File: src/rtl/rv_seq_pkg.sv
// Shared types and constants for the instruction sequencer.
// Optional feature macro: RV_SEQ_LOOP_EN (see rv_instr_sequencer.sv).
package rv_seq_pkg;
  localparam int XLEN_DEF = 32;
  localparam logic [31:0] NOP_INSTR = 32'h00000013;
  localparam logic [31:0] EBREAK_INSTR = 32'h00100073;

  typedef enum logic [1:0] {
    ST_IDLE,
    ST_RUN,
    ST_DONE
  } seq_state_t;
endpackage

File: src/rtl/rv_instr_sequencer_if.sv
// Program load port: valid/ready word handshake.
// Master drives words, slave (the sequencer) accepts them.
interface rv_instr_sequencer_if
  import rv_seq_pkg::*;
#(
  parameter int XLEN = XLEN_DEF
);
  logic            ld_valid;
  logic [XLEN-1:0] ld_data;
  logic            ld_ready;

  modport master (
    output ld_valid,
    output ld_data,
    input  ld_ready
  );

  modport slave (
    input  ld_valid,
    input  ld_data,
    output ld_ready
  );
endinterface

File: src/rtl/rv_seq_prog_mem.sv
// Program store: one synchronous write port, one async read port.
// Contents are deliberately not reset.
module rv_seq_prog_mem #(
  parameter int XLEN  = 32,
  parameter int DEPTH = 64,
  parameter int AW    = $clog2(DEPTH)
) (
  input  logic            clk,
  input  logic            we,
  input  logic [AW-1:0]   waddr,
  input  logic [XLEN-1:0] wdata,
  input  logic [AW-1:0]   raddr,
  output logic [XLEN-1:0] rdata
);
  logic [XLEN-1:0] mem [DEPTH];

  always_ff @(posedge clk) begin
    if (we) mem[waddr] <= wdata;
  end

  assign rdata = mem[raddr];
endmodule

File: src/rtl/rv_instr_sequencer.sv
// Instruction source for the single-cycle core: load, run, redirect.
// Define RV_SEQ_LOOP_EN to replay the program LOOPS times on fall-off.
module rv_instr_sequencer
  import rv_seq_pkg::*;
#(
  parameter int XLEN  = XLEN_DEF,
  parameter int DEPTH = 64,
  parameter int LOOPS = 4
) (
  input  logic                     clk,
  input  logic                     reset,
  rv_instr_sequencer_if.slave      ld,
  input  logic                     clear,
  input  logic                     start,
  input  logic                     redirect,
  input  logic [XLEN-1:0]          redirect_pc,
  output logic [XLEN-1:0]          instruction,
  output logic [XLEN-1:0]          pc,
  output logic                     instr_valid,
  output logic                     busy,
  output logic                     done,
  output logic                     err,
  output logic [$clog2(DEPTH+1)-1:0] count
);
  localparam int AW = $clog2(DEPTH);
  localparam int CW = $clog2(DEPTH+1);

  seq_state_t      state_q, state_d;
  logic [XLEN-1:0] pc_q, pc_d;
  logic [CW-1:0]   count_q, count_d;
  logic            err_q, err_d;

  logic            accept;
  logic [CW-1:0]   count_acc;
  logic [XLEN-1:0] rdata;
  logic [XLEN-1:0] next_pc;
  logic            misal;
  logic            oob;
  logic            is_ebreak;

  assign ld.ld_ready = (state_q == ST_IDLE) && !clear
                    && (count_q < CW'(DEPTH));
  assign accept    = ld.ld_valid && ld.ld_ready;
  assign count_acc = count_q + CW'(accept);

  rv_seq_prog_mem #(
    .XLEN (XLEN),
    .DEPTH(DEPTH)
  ) u_mem (
    .clk  (clk),
    .we   (accept),
    .waddr(count_q[AW-1:0]),
    .wdata(ld.ld_data),
    .raddr(pc_q[AW+1:2]),
    .rdata(rdata)
  );

  assign next_pc   = redirect ? redirect_pc : pc_q + XLEN'(4);
  assign misal     = |next_pc[1:0];
  assign oob       = (next_pc >> 2) >= XLEN'(count_q);
  assign is_ebreak = rdata == XLEN'(EBREAK_INSTR);

`ifdef RV_SEQ_LOOP_EN
  localparam int LW = $clog2(LOOPS+1);
  logic [LW-1:0] loop_q, loop_d;
  logic          wrap;

  // Only a sequential fall-off replays; a bad redirect always ends.
  assign wrap = !redirect && (loop_q != LW'(LOOPS-1));
`else
  logic unused_loops;
  assign unused_loops = (LOOPS > 0);
`endif

  always_comb begin
    state_d = state_q;
    pc_d    = pc_q;
    count_d = count_q;
    err_d   = err_q;
`ifdef RV_SEQ_LOOP_EN
    loop_d  = loop_q;
`endif
    unique case (state_q)
      ST_IDLE: begin
        if (clear) begin
          count_d = '0;
          err_d   = 1'b0;
          pc_d    = '0;
        end else begin
          count_d = count_acc;
          if (start && (count_acc != '0)) begin
            state_d = ST_RUN;
            pc_d    = '0;
`ifdef RV_SEQ_LOOP_EN
            loop_d  = '0;
`endif
          end
        end
      end
      ST_RUN: begin
        if (misal) begin
          state_d = ST_DONE;
          err_d   = 1'b1;
        end else if (oob) begin
`ifdef RV_SEQ_LOOP_EN
          if (wrap) begin
            pc_d   = '0;
            loop_d = loop_q + LW'(1);
          end else begin
            state_d = ST_DONE;
          end
`else
          state_d = ST_DONE;
`endif
        end else if (is_ebreak) begin
          state_d = ST_DONE;
        end else begin
          pc_d = next_pc;
        end
      end
      ST_DONE: begin
        if (clear) begin
          state_d = ST_IDLE;
          count_d = '0;
          err_d   = 1'b0;
          pc_d    = '0;
        end else if (start) begin
          state_d = ST_RUN;
          pc_d    = '0;
          err_d   = 1'b0;
`ifdef RV_SEQ_LOOP_EN
          loop_d  = '0;
`endif
        end
      end
      default: state_d = ST_IDLE;
    endcase
  end

  always_ff @(posedge clk) begin
    if (reset) begin
      state_q <= ST_IDLE;
      pc_q    <= '0;
      count_q <= '0;
      err_q   <= 1'b0;
`ifdef RV_SEQ_LOOP_EN
      loop_q  <= '0;
`endif
    end else begin
      state_q <= state_d;
      pc_q    <= pc_d;
      count_q <= count_d;
      err_q   <= err_d;
`ifdef RV_SEQ_LOOP_EN
      loop_q  <= loop_d;
`endif
    end
  end

  assign instruction = (state_q == ST_RUN) ? rdata : XLEN'(NOP_INSTR);
  assign instr_valid = state_q == ST_RUN;
  assign busy        = state_q == ST_RUN;
  assign done        = state_q == ST_DONE;
  assign err         = err_q;
  assign pc          = pc_q;
  assign count       = count_q;
endmodule

File: src/flat_wrapper.sv
// flat-port wrapper written by rule: the top's interface ports become plain ports
module rv_instr_sequencer_flat import rv_seq_pkg::*;
#(
  parameter int XLEN  = XLEN_DEF,
  parameter int DEPTH = 64,
  parameter int LOOPS = 4
)
  (clk, reset, clear, start, redirect, redirect_pc, instruction, pc, instr_valid, busy, done, err, count, ld_ld_valid, ld_ld_data, ld_ld_ready);
  rv_instr_sequencer_if #(.XLEN(XLEN)) ld_i ();
  input  logic clk;
  input  logic reset;
  input  logic clear;
  input  logic start;
  input  logic redirect;
  input  logic [XLEN-1:0] redirect_pc;
  output logic [XLEN-1:0] instruction;
  output logic [XLEN-1:0] pc;
  output logic instr_valid;
  output logic busy;
  output logic done;
  output logic err;
  output logic [$clog2(DEPTH+1)-1:0] count;
  input wire logic [$bits(ld_i.ld_valid)-1:0] ld_ld_valid;
  input wire logic [$bits(ld_i.ld_data)-1:0] ld_ld_data;
  output wire logic [$bits(ld_i.ld_ready)-1:0] ld_ld_ready;
  assign ld_i.ld_valid = ld_ld_valid;
  assign ld_i.ld_data = ld_ld_data;
  assign ld_ld_ready = ld_i.ld_ready;
  rv_instr_sequencer #(.XLEN(XLEN), .DEPTH(DEPTH), .LOOPS(LOOPS)) u_core (.clk(clk), .reset(reset), .ld(ld_i), .clear(clear), .start(start), .redirect(redirect), .redirect_pc(redirect_pc), .instruction(instruction), .pc(pc), .instr_valid(instr_valid), .busy(busy), .done(done), .err(err), .count(count));
endmodule
File: config.mk
export PLATFORM = sky130hd
export DESIGN_NAME = rv_instr_sequencer_flat
export DESIGN_NICKNAME = d
export VERILOG_FILES = /design/src/rtl/rv_seq_pkg.sv /design/src/rtl/rv_instr_sequencer_if.sv /design/src/rtl/rv_seq_prog_mem.sv /design/src/rtl/rv_instr_sequencer.sv /design/src/flat_wrapper.sv
export SDC_FILE = /design/constraint.sdc
export NUM_CORES = 2
export LEC_CHECK = 0
export ABC_CLOCK_PERIOD_IN_PS = 3750
export BUFFER_PORTS_ARGS = -buffer_cell sky130_fd_sc_hd__buf_2
export CORE_MARGIN = 10
export CORE_UTILIZATION = 35
export CTS_CLUSTER_DIAMETER = 40
export CTS_CLUSTER_SIZE = 16
export DETAILED_ROUTE_END_ITERATION = 10
export GPL_TIMING_DRIVEN = 1
export PLACE_DENSITY = 0.55
export RECOVER_POWER = 25
export SKIP_LAST_GASP = 1
export SYNTH_ARGS = -nofsm -noshare
export SYNTH_HDL_FRONTEND = slang
export SYNTH_SLANG_ARGS = --single-unit
File: constraint.sdc
create_clock -name clk -period 3.75 [get_ports clk]
set_clock_uncertainty 0.05 [all_clocks]
set_input_delay 0.375 -clock clk [delete_from_list [all_inputs] [get_ports clk]]
set_output_delay 0.375 -clock clk [all_outputs]
set_load 0.02 [all_outputs]
Word level (Yosys, flattened, before mapping)
Memories as Yosys holds them, arrays and structs flattened. A register that Yosys moved wholly into a read port is not among the register bits.
Cells that the tools add are included.
{ "totals": {"reg_bits": 42, "ramBits": 2048, "in_bits": 70, "out_inout_bits": 76, "wordCells": 67, "mem_count": 1} }
{ "classes": {"add_sub_neg": 2, "n_lt_le_gt_ge": 2, "n_eq_ne": 14, "muxes": 30, "reduce_logical": 14} }
{ "memory_table": {"columns": ["name", "depth", "width", "read_ports", "rd_clocked_by_memory_dff", "write_ports", "line_no", "text"], "rows": [
  ["u_core.u_mem.mem", 64, 32, 1, 1, 1, "rv_seq_prog_mem.sv:15", "logic [XLEN-1:0] mem [DEPTH];"]
]} }
{ "op_table": {"columns": ["op", "count"], "rows": [
  ["two-way mux 32 bit", 9],
  ["one-hot mux 32 bit (3 select lines)", 1],
  ["adder 32 x 3 -> 32 bit, second input constant", 1],
  ["equality test 32 x 21 -> 1 bit, second input constant", 1],
  [">= comparator 30 x 7 -> 1 bit", 1],
  ["two-way mux 2 bit", 7],
  ["two-way mux 7 bit", 2],
  ["!= test 2 bit, second input constant", 7],
  ["one-hot mux 7 bit (2 select lines)", 1],
  ["two-way mux 6 bit", 2],
  ["AND reduction 4 bit", 2],
  ["adder 7 x 1 -> 7 bit", 1],
  ["less-than comparator 7 bit, second input constant", 1],
  ["nonzero test 7 bit", 1],
  ["two-way mux 1 bit", 6],
  ["!= test 3 bit, second input constant", 2],
  ["one-hot mux 2 bit (3 select lines)", 1],
  ["AND reduction 6 bit", 1],
  ["logical AND 1 bit", 4],
  ["!= test 4 x 1 -> 1 bit, second input constant", 1],
  ["one-hot mux 1 bit (3 select lines)", 1],
  ["nonzero test 3 bit", 1],
  ["equality test 2 x 1 -> 1 bit, second input constant", 1],
  ["equality test 2 bit, second input constant", 1],
  ["other kinds (6)", 6]
]} }

Logic depth before layout (Yosys ltp)
{ "depth": {"word_depth": 12, "ltp_mapped": 17, "mapped_depth_nobuf": 13} }

Hierarchy
Synthesis repeated with hierarchy kept, for this count alone.
{ "hier_totals": {"hier_cells": 3661, "hier_area_um2": 80795.0} }
{ "modules_own_cells": {"columns": ["mod", "instances", "cells_per_inst", "area_per_inst_um2", "seq_area_each_um2"], "rows": [
  ["rv_seq_prog_mem", 1, 3292, 77874.7, 61499.0],
  ["rv_instr_sequencer", 1, 369, 2920.3, 840.8]
]} }

Worst setup path after synthesis
OpenSTA, ideal clock, no wires.
{ "synth_path": {"path_type": "input -> register", "startpoint": "input clear", "endpoint": "memory u_core.u_mem.mem[58][0] (enable)", "setup_ps": 421, "arrival_ps": 2983, "t_required_ps": 3279, "path_slack_ps": 296, "cell_stages": 6, "path_buffers": 1, "cell_sequence": "clkbuf_1 > nor3_1 > and3_1 > nor2b_1 > nand3_1 > nor2_1"} }
{ "synth_via": {"elab_chain_len": 6} }
{ "synth_rtl": {"columns": ["item", "line_no", "text"], "rows": [
  ["from (decl)", "flat_wrapper.sv:12", "input logic clear;"],
  ["logical NOT 1 bit", "rv_instr_sequencer.sv:41", "assign ld.ld_ready = (state_q == ST_IDLE) && !clear"],
  ["logical AND 1 bit", "rv_instr_sequencer.sv:41", null],
  ["logical AND 1 bit", "rv_instr_sequencer.sv:42", "&& (count_q < CW'(DEPTH));"],
  ["logical AND 1 bit", "rv_instr_sequencer.sv:43", "assign accept = ld.ld_valid && ld.ld_ready;"],
  ["two-way mux 1 bit", "rv_seq_prog_mem.sv:18", "if (we) mem[waddr] <= wdata;"],
  ["two-way mux 1 bit (implied by the code)", "rv_seq_prog_mem.sv:18", null],
  ["to (decl)", "rv_seq_prog_mem.sv:15", null]
]} }
Every way passes these cells.

==> impl_results.md <==
* Outcome: finished with violations
* Violations in the final reports: max-capacitance violations, max-slew violations, negative setup slack
* Layout cell share with drive strength beyond 1 at 41.4%
* Top FF cell, synth: sky130_fd_sc_hd__edfxtp_1
* Post-route clock period utilization at 113%
* Total I/O pin count at approximately 150
* Via count of the first global-routing pass at 46400
* Post-layout min period at 4.25 ns
* Die span in y at 503 um
* # fillers at between 15000 and 20000
* TritonCTS clock tree: yes
* Ratio of total power to cell area at 520 mW/mm^2
* Mean Syn Cell Area at 20.6 sq um
* Hpwl dp at about 170000 um
* Overall die width at 503 um
* TritonCTS Buffers at 306
* Total count of max-transition violations in the final report at 1059
* RSZ-0062 raised after global routing: yes
* Final WS setup at -0.495 ns
* Sum of overflow across all layers after global routing at 0
* Clock latency on the worst-skew pair at 0.95 ns
* Final routed wirelength across all metal layers at 276000 um
* Number of antenna violations at the first check in global routing at 20
* Hold crit path type: in -> reg
* Layout area overhead at 30.5%
* Number of clock sinks seen by CTS at about 2100
* Maximum number of pins on one net before global-route repair at between 60 and 70
* Clock-pin transition on the worst setup and hold timing paths at 0.06 ns
* Crit path launch type: flop
* R2r endpoint: u_core.state_q[1]
* Worst hold path depth at 5
* Post-DR vias/cell at between 5 and 6
* Detail-routed net length per standard cell at around 34 um
* Fin Hold WS at 0.0628 ns
* Area of the die at 0.253 sq mm
* Actual slew at the worst max-slew pin at 3.12 ns
* Worst Hold Launch: ld_ld_valid
* Iteration count of the initial detailed-routing pass at 5
* Placeable core area at 0.232 sq mm
* Post-synth EDFFs at ~2000
* FF+latch count, synth at 2096
* Sink of the worst hold path: u_core.count[0]
* Signal arrival time at the worst endpoint at 3.82 ns
* Max-cap violations at 21
* Sequence of cells on the critical path: buf_12 > buf_16 > buf_12 > buf_16 > buf_6 > mux4_2 > mux4_2 > a31oi_4 > buf_6 > buf_8 > a21oi_4 > buf_6
* Buffer cell driving the clock tree root: sky130_fd_sc_hd__clkbuf_16
* Total of buffers placed on input and output ports at 145
* Max incr delay on CP at 0.53 ns
* Number of hold-slack violations in the final timing report at 0
* Dominant cell type by count on the critical path: sky130_fd_sc_hd__buf_6
* Worst Reg-to-Reg Cells at 15
* Count of routing violations after the opening detailed-route iteration at approximately 6400
* Initial standard-cell utilization of the core at around a third
* Required time of the critical path at 3.32 ns
* GRT Overall Usage at 21.2%
* Wire length of the first global-routing pass at roughly 380000 um
* Number of buffers between clock root and the deepest sink at 4
* Worst Setup Path Type: reg -> out
* Post-layout nets at 5046
* Cell area after placement at 0.0912 sq mm
* Relative slew slack at -108%
* DRC violations left at 0
* Endpoint kind of the worst setup timing path: primary output
* Post-route design area at roughly 0.11 sq mm
* Register-to-register setup slack at -0.44 ns
* Final setup violation count at 72
* Largest driver fanout on the critical path at 6
* Area of the mapped netlist at between 0.08 and 0.09 sq mm
* Total via count in the routed design at 47400
* Synthesized netlist cell count at 3957
* H-tree Lvls at 5
* Final weighted congestion in routability-driven placement at 0.875
* Number of distinct library cells after synthesis at between 70 and 80
* Std-Cell Rows at 177
* Sequential cell area fraction in the yosys report at 76.6%
* Peak ir drop on the vdd network at roughly 0.56 mV
* Async set-or-reset flop fraction in the synthesized netlist at 0%
* Pleak at 34.1 nW
* Number of synthesis warnings at 0
* Antenna Violating Nets Remaining at 0
* Fmax at 0.236 GHz
* Mapped Nets at 4037
* CP max-delay cell: sky130_fd_sc_hd__mux4_2
[cell usage after synthesis (7+ instances only)]
cell | count | area (sq um)
sky130_fd_sc_hd__or2_2 | 7 | 43.8
sky130_fd_sc_hd__mux4_2 | 436 | 9820
sky130_fd_sc_hd__and3_1 | 47 | 294
sky130_fd_sc_hd__nand3_1 | 65 | 325
sky130_fd_sc_hd__buf_2 | 78 | 390
sky130_fd_sc_hd__buf_6 | 21 | 236
sky130_fd_sc_hd__buf_1 | 16 | 60.1
sky130_fd_sc_hd__buf_4 | 32 | 240
sky130_fd_sc_hd__inv_1 | 18 | 67.6
sky130_fd_sc_hd__o221ai_1 | 16 | 140
sky130_fd_sc_hd__nor2_1 | 134 | 503
sky130_fd_sc_hd__o21ai_1 | 7 | 35.0
sky130_fd_sc_hd__o21ai_0 | 37 | 185
sky130_fd_sc_hd__dfxtp_1 | 48 | 961
sky130_fd_sc_hd__edfxtp_1 | 2048 | 61500
sky130_fd_sc_hd__mux2_2 | 18 | 203
sky130_fd_sc_hd__xnor2_1 | 9 | 78.8
sky130_fd_sc_hd__mux2i_1 | 225 | 2250
sky130_fd_sc_hd__clkbuf_1 | 66 | 248
sky130_fd_sc_hd__a221oi_1 | 14 | 123
sky130_fd_sc_hd__a22o_1 | 8 | 70.1
sky130_fd_sc_hd__nor4_1 | 9 | 56.3
sky130_fd_sc_hd__nand2b_1 | 11 | 68.8
sky130_fd_sc_hd__a22oi_1 | 102 | 766
sky130_fd_sc_hd__o22ai_1 | 41 | 257
sky130_fd_sc_hd__a31oi_1 | 14 | 87.6
sky130_fd_sc_hd__nor2b_1 | 25 | 156
sky130_fd_sc_hd__and2_1 | 20 | 125
sky130_fd_sc_hd__nand2_1 | 139 | 522
sky130_fd_sc_hd__a211oi_1 | 17 | 128
sky130_fd_sc_hd__nor3_1 | 31 | 155
sky130_fd_sc_hd__ha_1 | 10 | 125
sky130_fd_sc_hd__a311oi_1 | 8 | 70.1
sky130_fd_sc_hd__a21oi_1 | 70 | 350
sky130_fd_sc_hd__nand4_1 | 21 | 131
[worst max-delay path: cells and delay by family (launching register included)]
family	cells	cell delay (ns)
buffers and inverters	8	1.10
muxes	2	1.05
DFF	1	0.37
AOI/OAI and AO/OA	2	0.34
[timing repair]
action	4_1_cts	5_1_grt
gates cloned	18	6
hold endpoints to repair	268	0
endpoints found under the setup margin	72	72
buffers inserted	116	77
hold buffers	22	0
resized for setup	408	236
pin swaps	68	93
[cell usage in the layout, fill, tap and decap left out, types with 12 or more instances in the layout]
cell type,Yosys,final
sky130_fd_sc_hd__clkinv_2,0,27
sky130_fd_sc_hd__a21oi_2,0,21
sky130_fd_sc_hd__clkbuf_1,66,57
sky130_fd_sc_hd__buf_8,1,20
sky130_fd_sc_hd__nand3_1,65,51
sky130_fd_sc_hd__nor2b_1,25,15
sky130_fd_sc_hd__nand2_1,139,125
sky130_fd_sc_hd__buf_4,32,477
sky130_fd_sc_hd__clkinv_4,0,23
sky130_fd_sc_hd__nand3_2,0,12
sky130_fd_sc_hd__dfxtp_1,48,43
sky130_fd_sc_hd__mux4_2,436,436
sky130_fd_sc_hd__inv_8,0,22
sky130_fd_sc_hd__clkinv_1,0,20
sky130_fd_sc_hd__dlygate4sd3_1,0,22
sky130_fd_sc_hd__buf_2,78,91
sky130_fd_sc_hd__nor2_4,0,78
sky130_fd_sc_hd__a22oi_2,0,26
sky130_fd_sc_hd__clkbuf_16,0,319
sky130_fd_sc_hd__edfxtp_1,2048,2048
sky130_fd_sc_hd__buf_12,0,142
sky130_fd_sc_hd__o21ai_0,37,25
sky130_fd_sc_hd__nor3_1,31,20
sky130_fd_sc_hd__inv_6,0,36
sky130_fd_sc_hd__inv_1,18,17
sky130_fd_sc_hd__nand4_1,21,21
sky130_fd_sc_hd__clkinvlp_4,0,23
sky130_fd_sc_hd__buf_16,0,25
sky130_fd_sc_hd__nor2_1,134,51
sky130_fd_sc_hd__mux2i_1,225,208
sky130_fd_sc_hd__a21oi_1,70,38
sky130_fd_sc_hd__a22oi_1,102,76
sky130_fd_sc_hd__buf_6,21,99
sky130_fd_sc_hd__and3_1,47,39
sky130_fd_sc_hd__bufinv_16,0,32
sky130_fd_sc_hd__o22ai_1,41,27
[per-layer routing]
layer	part of all wire [%]	vias to the layer above	GRT usage, %
met2	46	2828	33.0
met5	0.017	-	0
met3	10	538	4.51
li1	-	18700	-
met1	40	25300	29.6
met4	3.9	8	7.68
[sequential cells by signal, summed over array words and instances (netlist names), named ones only]
register / count
u_core.count: 7
u_core.err: 1
u_core.pc: 32
u_core.state_q: 2
u_core.u_mem.mem: 2048
[final cells by class]
| class | instances | area [sq um] | area share (%) |
|---|---|---|---|
| antenna | 5 | 12.5 | 0.0118 |
| tap | 3043 | 3810 | 3.58 |
| inverter | 20 | 80.1 | 0.0752 |
| timing repair buffer | 915 | 9580 | 9.00 |
| multi-input combinational | 1627 | 20200 | 19.0 |
| sequential | 2096 | 62500 | 58.7 |
| clock inverter | 192 | 2240 | 2.11 |
| clock buffer | 343 | 8000 | 7.52 |
[worst max path at each step]
stage,endpoint,cells after the start
finish,instruction[26],12
global route,u_core.state_q[1],15
CTS,instruction[7],12
detailed placement,u_core.state_q[1],12
global placement,u_core.state_q[1],13
floorplan,u_core.u_mem.mem[58][0],6
[where the power goes]
| group | total, mW | internal, mW | switching (mW) |
|---|---|---|---|
| sequential | 25.8 | 25.7 | 0.00756 |
| clock | 28.7 | 17.8 | 10.9 |
| combinational | 0.858 | 0.218 | 0.640 |
[stage by stage]
stage          utilization, %  worst slack, ns  power (mW)  cells  setup TNS (ns)
2_1_floorplan               -            0.296        26.4   3957               0
3_5_place_dp             39.3           -0.676        27.0   7503          -22.43
3_3_place_gp             39.3           -0.588        27.0   7503          -20.83
4_1_cts                  45.2           -0.535        55.6   8179          -26.06
6_report                 45.9           -0.495        55.4   8241          -25.29
5_1_grt                  45.8           -0.592        56.8   8237          -29.21
[logic make-up after synthesis]
logic type                 share of synthesized area, %
adders and majority gates                         0.153
and+or+nand+nor                                    3.16
muxes                                              15.1
xor gates and xnor gates                          0.150
DFF                                                76.6
AOI/OAI and AO/OA                                  3.30
buffers and inverters                              1.55
(Power assumes the default switching activity.)
